==> config.mk <==
export PLATFORM = sky130hd
export DESIGN_NAME = pc_redirect_unit
export DESIGN_NICKNAME = d
export VERILOG_FILES = /design/src/rtl/fetch_pkg.sv /design/src/rtl/pc_redirect_unit.sv
export SDC_FILE = /design/constraint.sdc
export NUM_CORES = 1
export LEC_CHECK = 0
export ABC_AREA = 1
export CAP_MARGIN = 20
export CORE_MARGIN = 4
export CORE_UTILIZATION = 62
export DETAILED_ROUTE_END_ITERATION = 8
export DONT_BUFFER_PORTS = 1
export PLACE_DENSITY = 0.78
export SETUP_SLACK_MARGIN = 0.05
export SLEW_MARGIN = 20
export SYNTH_ARGS = -nofsm -noshare
export SYNTH_HDL_FRONTEND = slang
export SYNTH_SLANG_ARGS = --single-unit
==> constraint.sdc <==
create_clock -name clk -period 1.92 [get_ports clk]
set_input_delay 0.192 -clock clk [delete_from_list [all_inputs] [get_ports clk]]
set_output_delay 0.192 -clock clk [all_outputs]
set_load 0.005 [all_outputs]
==> src/rtl/fetch_pkg.sv <==
// fetch_pkg: shared state type and constants for the fetch PC/redirect logic
package fetch_pkg;
   typedef enum logic [1:0] {RUN, DRAIN, HALTED} fetch_state_t;
   localparam int PC_INC = 4;
   localparam logic [1:0] ALIGN_MASK = 2'b11;
endpackage

==> src/rtl/pc_redirect_unit.sv <==
// pc_redirect_unit: fetch PC register with EX redirect, flush, halt drain and halted sequencing
module pc_redirect_unit
   import fetch_pkg::*;
#(
   parameter int PC_W = 9,
   parameter logic [PC_W-1:0] PC_RESET = '0,
   parameter int DRAIN_CYC = 3,
   parameter int CNT_W = 16
) (
   input  logic             clk,
   input  logic             reset,
   input  logic             stall,
   input  logic             PcSel,
   input  logic [31:0]      BrPC,
   input  logic             halt_req,
   output logic [PC_W-1:0]  pc_out,
   output logic             fetch_valid,
   output logic             flush_if_id,
   output logic             flush_id_ex,
   output logic             halted,
   output logic             misalign_err,
   output logic [CNT_W-1:0] redirect_cnt
);
   localparam int DW = DRAIN_CYC > 1 ? $clog2(DRAIN_CYC) : 1;
   fetch_state_t state, state_nx;
   logic [PC_W-1:0] pc_nx;
   logic [DW-1:0] drain_cnt, drain_nx;
   logic redirect, misaligned, take;
   logic unused_br;
   assign unused_br = ^BrPC;
   assign redirect = PcSel && state != HALTED;
   assign misaligned = |(BrPC[1:0] & ALIGN_MASK);
   assign take = redirect && !misaligned;
   assign flush_if_id = redirect;
   assign flush_id_ex = redirect;
   assign halted = state == HALTED;
   assign fetch_valid = state == RUN && !stall;
   // Redirect outranks everything; a misaligned target stops the core instead of fetching garbage.
   always_comb begin
      state_nx = state;
      pc_nx = pc_out;
      drain_nx = drain_cnt;
      if (redirect) begin
         state_nx = misaligned ? HALTED : RUN;
         pc_nx = misaligned ? pc_out : BrPC[PC_W-1:0];
      end else if (state == RUN) begin
         if (halt_req) begin
            state_nx = DRAIN;
            drain_nx = DW'(DRAIN_CYC - 1);
         end else if (!stall) pc_nx = pc_out + PC_W'(PC_INC);
      end else if (state == DRAIN) begin
         state_nx = drain_cnt == '0 ? HALTED : DRAIN;
         drain_nx = drain_cnt == '0 ? drain_cnt : drain_cnt - DW'(1);
      end
   end
   always_ff @(posedge clk) begin
      if (reset) begin
         state <= RUN;
         pc_out <= PC_RESET;
         drain_cnt <= '0;
         misalign_err <= 1'b0;
         redirect_cnt <= '0;
      end else begin
         state <= state_nx;
         pc_out <= pc_nx;
         drain_cnt <= drain_nx;
         if (redirect && misaligned) misalign_err <= 1'b1;
         if (take && !(&redirect_cnt)) redirect_cnt <= redirect_cnt + CNT_W'(1);
      end
   end
endmodule

==> summary.md <==
| Metric | Value |
|---|---|
| P_sw | 0.000450 W |
| Hpwl dp | 2590 um |
| Leakage Power | between 0.7 and 0.8 nW |
| Fillcell total | ~260 |
| CP Data Arrival Time | 1.82 ns |
| Top area cells in the synthesized netlist | dfxtp_1 34%, nand2_1 17%, nor2_1 8.1%, inv_1 6.4%, a21oi_1 5.4% |
| Vias in the first global route | between 1000 and 1500 |
| Final Util | a little under 70% |
| Final worst setup slack | 0.312 ns |
| Post-synthesis mux area share | 0% |
| Min cycle time layout | 1.61 ns |
| Largest net degree at the start of global routing | 18 |
| Area occupied by registers | 601 um2 |
| Synth warn | 0 |
| Crit start category | flop |
| TritonCTS clock tree | yes |
| Commonest cells in the synthesized netlist | 82 x nand2_1, 38 x nor2_1, 30 x dfxtp_1, 30 x inv_1, 19 x a21oi_1 |
| Largest family of logic cells by synthesized area | simple AND/OR/NAND/NOR gates |
| Synthesized netlist cell count | 273 |
| Met3 routed WL | 279 um |
| CP peak stage delay | approximately 0.37 ns |
| PwrDens | 753 nW/um2 |
| EDFF count, synth | 0 |
| Share of post-route cells with drive strength above 1 | 9.39% |
| Final WL | 3620 um |
| Final nets | 316 |
| Worst-path maximum fanout | 16 |
| Wire length on met2 | 1700 um |
| Post-synthesis sequential area ratio | 34.0% |
| Total grt overflow | 0 |
| Worst Path Required | 2.13 ns |
| Synth Area in Compound Gates | 11.3% |
| Max Cap Viol | 0 |
| Cts bufs inserted | 5 |
| Routed Antenna Nets | 0 |
| Slew of the pin with the lowest slew margin | 0.704 ns |
| Mapped Area | ~1800 um2 |
| Ys async rst share | 0% |
| Setup violations, final | 0 |
| Residual DRC | 0 |
| Worst-path cell chain | ha_1, nand2_1, nor2_2, nand2_2, nor2_1, nor2_4, nand3_1, nand2_1, nor2_1 |
| Initial core utilization | 64.6% |
| Post-Place Setup Slack | 0.345 ns |
| CTS Buffer Depth | 2 |
| First-pass GRT wire length | 6200 um |
| Sw Ratio | 32.5% |
| Core area | 2730 um2 |
| Net Count, Synth | between 300 and 400 |
| H-tree levels | 2 |
| DR top layer | met4 |
| Syn avg cell area | 6.47 um2 |
| PostCTS Resize Cnt | 0 |
| Adder-Cell Fraction of Synth Area | 2.12% |
| Seq pwr share | 51.4% |
| Clock Pin Slew Worst Setup and Hold Paths | 0.09 ns |
| VDD IR-drop max | 672 uV |
| Unrepaired setup endpoints after global routing | false |
| PortBufs | 0 |
| Die width | 61.4 um |
| GPL Wtd Cong | 0.813 |
| Hold Path Class | input pin to flop |
| Clock Latency Late Sink | between 0.3 and 0.4 ns |
| Die area | 3770 um2 |
| Clock share of power | between 20% and 30% |
| Vias per inst | 5.19 |
| #FFs+latches synth | 30 |
| Ant diodes | 0 |
| Routed len/inst | 11.8 um |
| Clk_skew | 0.00525 ns |
| Setup TNS Final | 0 ns |
| Ports | 67 |
| Dominant synthesized flop cell | dfxtp_1 |
| TritonRoute pass-1 iters | 4 |
| Clock sink count | 30 |
| Die height | 61.4 um |
| Area occupied by multi-input gates | approximately 1000 um2 |
| Int Power | 0.000937 W |
| Cell row count | 19 |
| Gr usage total | 22.1% |
| Worst-path cell with the longest stage delay | dfxtp_1 |
| DR iter-0 viols | 76 |
| Largest area contributor in the netlist | dfxtp_1 |
| Combinational power share | 19.4% |
| CP Capture Type | flop |
| Fin. max-slew vios | 0 |
| Fin. Hold Viols | 0 |
| XOR/XNOR Fraction of Synth Area | 3.47% |
| Final Cycle Share | 83.7% |
| Status | completed |
| Unique cell type count in the Yosys netlist | 28 |
| Simple-gate share of the synthesized area | 39.6% |
| M1 WL | 1580 um |
| Worst Setup Path Type | flop to flop |
| Maximum clock frequency | 622 MHz |
| Via count | 1600 |
| Most instantiated library cell after synthesis | nand2_1 |
| Worst rel slew slack | between 50% and 60% |
| Area grow syn2layout | 4.25% |
| Initial antenna violation count | 0 |
| Clk root buf | clkbuf_4 |
| Top cell type's share of synthesized area | roughly 34% |
worst paths after layout:
path              startpoint          endpoint  slack [ns]  cells after the start
min                    PcSel      misalign_err        0.07                      2
min reg2reg     drain_cnt[0]      drain_cnt[0]        0.47                      2
max reg2reg  redirect_cnt[0]  redirect_cnt[15]        0.31                      9
max          redirect_cnt[0]  redirect_cnt[15]        0.31                      9
power groups by stage:
stage / Sequential [W] / Clock (W) / Combinational (W)
2_1_floorplan: 0.000718 / 0 / 0.000230
3_3_place_gp: 0.000728 / 0 / 0.000257
3_5_place_dp: 0.000728 / 0 / 0.000263
4_1_cts: 0.000714 / 0.000414 / 0.000271
5_1_grt: 0.000724 / 0.000444 / 0.000317
6_report: 0.000713 / 0.000404 / 0.000270
cell families after synthesis:
| logic type | after synthesis |
|---|---|
| AO/OA/AOI/OAI | 38 |
| flip-flops | 30 |
| buffers and inverters | 39 |
| adder cells (fa/ha/maj) | 3 |
| AND/OR/NAND/NOR | 156 |
| XOR/XNOR | 7 |
cell usage in the layout (no fill, tap or decap), types with 3 or more instances in the layout:
master / instances
dfxtp_1: 30
nand2_1: 82
ha_1: 3
nor2_2: 3
nor2_1: 38
nand3_1: 15
a21oi_1: 19
inv_1: 30
nand3b_1: 3
xor2_1: 5
nand4_1: 3
clkbuf_4: 5
o21ai_0: 16
area by class of cell:
class                   count  area share, %
multi-input cells         204           54.1
inverters                  32           6.52
flip-flops and latches     30           32.6
clock inverters             1          0.272
well taps                  31           2.11
clock buffers               7           2.99
repair buffers              3           1.36
what timing repair did:
item | 4_1_cts | 5_1_grt
hold buffers | 1 | 0
setup endpoints to repair | 0 | 0
endpoints found under the hold margin | 17 | 0
setup buffers | 0 | 0
state kept, by name (all words and copies together) (netlist names):
register,count
drain_cnt,2
misalign_err,1
pc_out,9
state,2
redirect_cnt,16
metal layers:
metal / GRT usage (%) / vias up
met3: 9.01 / 8
met4: 8.48 / 0
met2: 36.0 / 43
met5: 0 / -
met1: 26.0 / 688
li1: - / 861
worst max-delay path, delay by kind of cell, from the launching register on:
family / cells / cell delay (ns)
and+or+nand+nor: 8 / 0.84
adders and majority gates: 1 / 0.26
DFF: 1 / 0.37
metrics by stage:
stage / cell area [um2] / power, W / hold WS (ns) / std cells
after floorplan: 1770 / 0.000948 / 0.398 / 273
after global placement: 1770 / 0.000985 / 0.257 / 299
after detailed placement: 1770 / 0.000991 / 0.259 / 299
after CTS: 1840 / 0.00140 / 0.0639 / 308
after global routing: 1840 / 0.00149 / 0.0962 / 308
final: 1840 / 0.00139 / 0.0701 / 308
No activity file was read; power rests on OpenSTA's default activity.
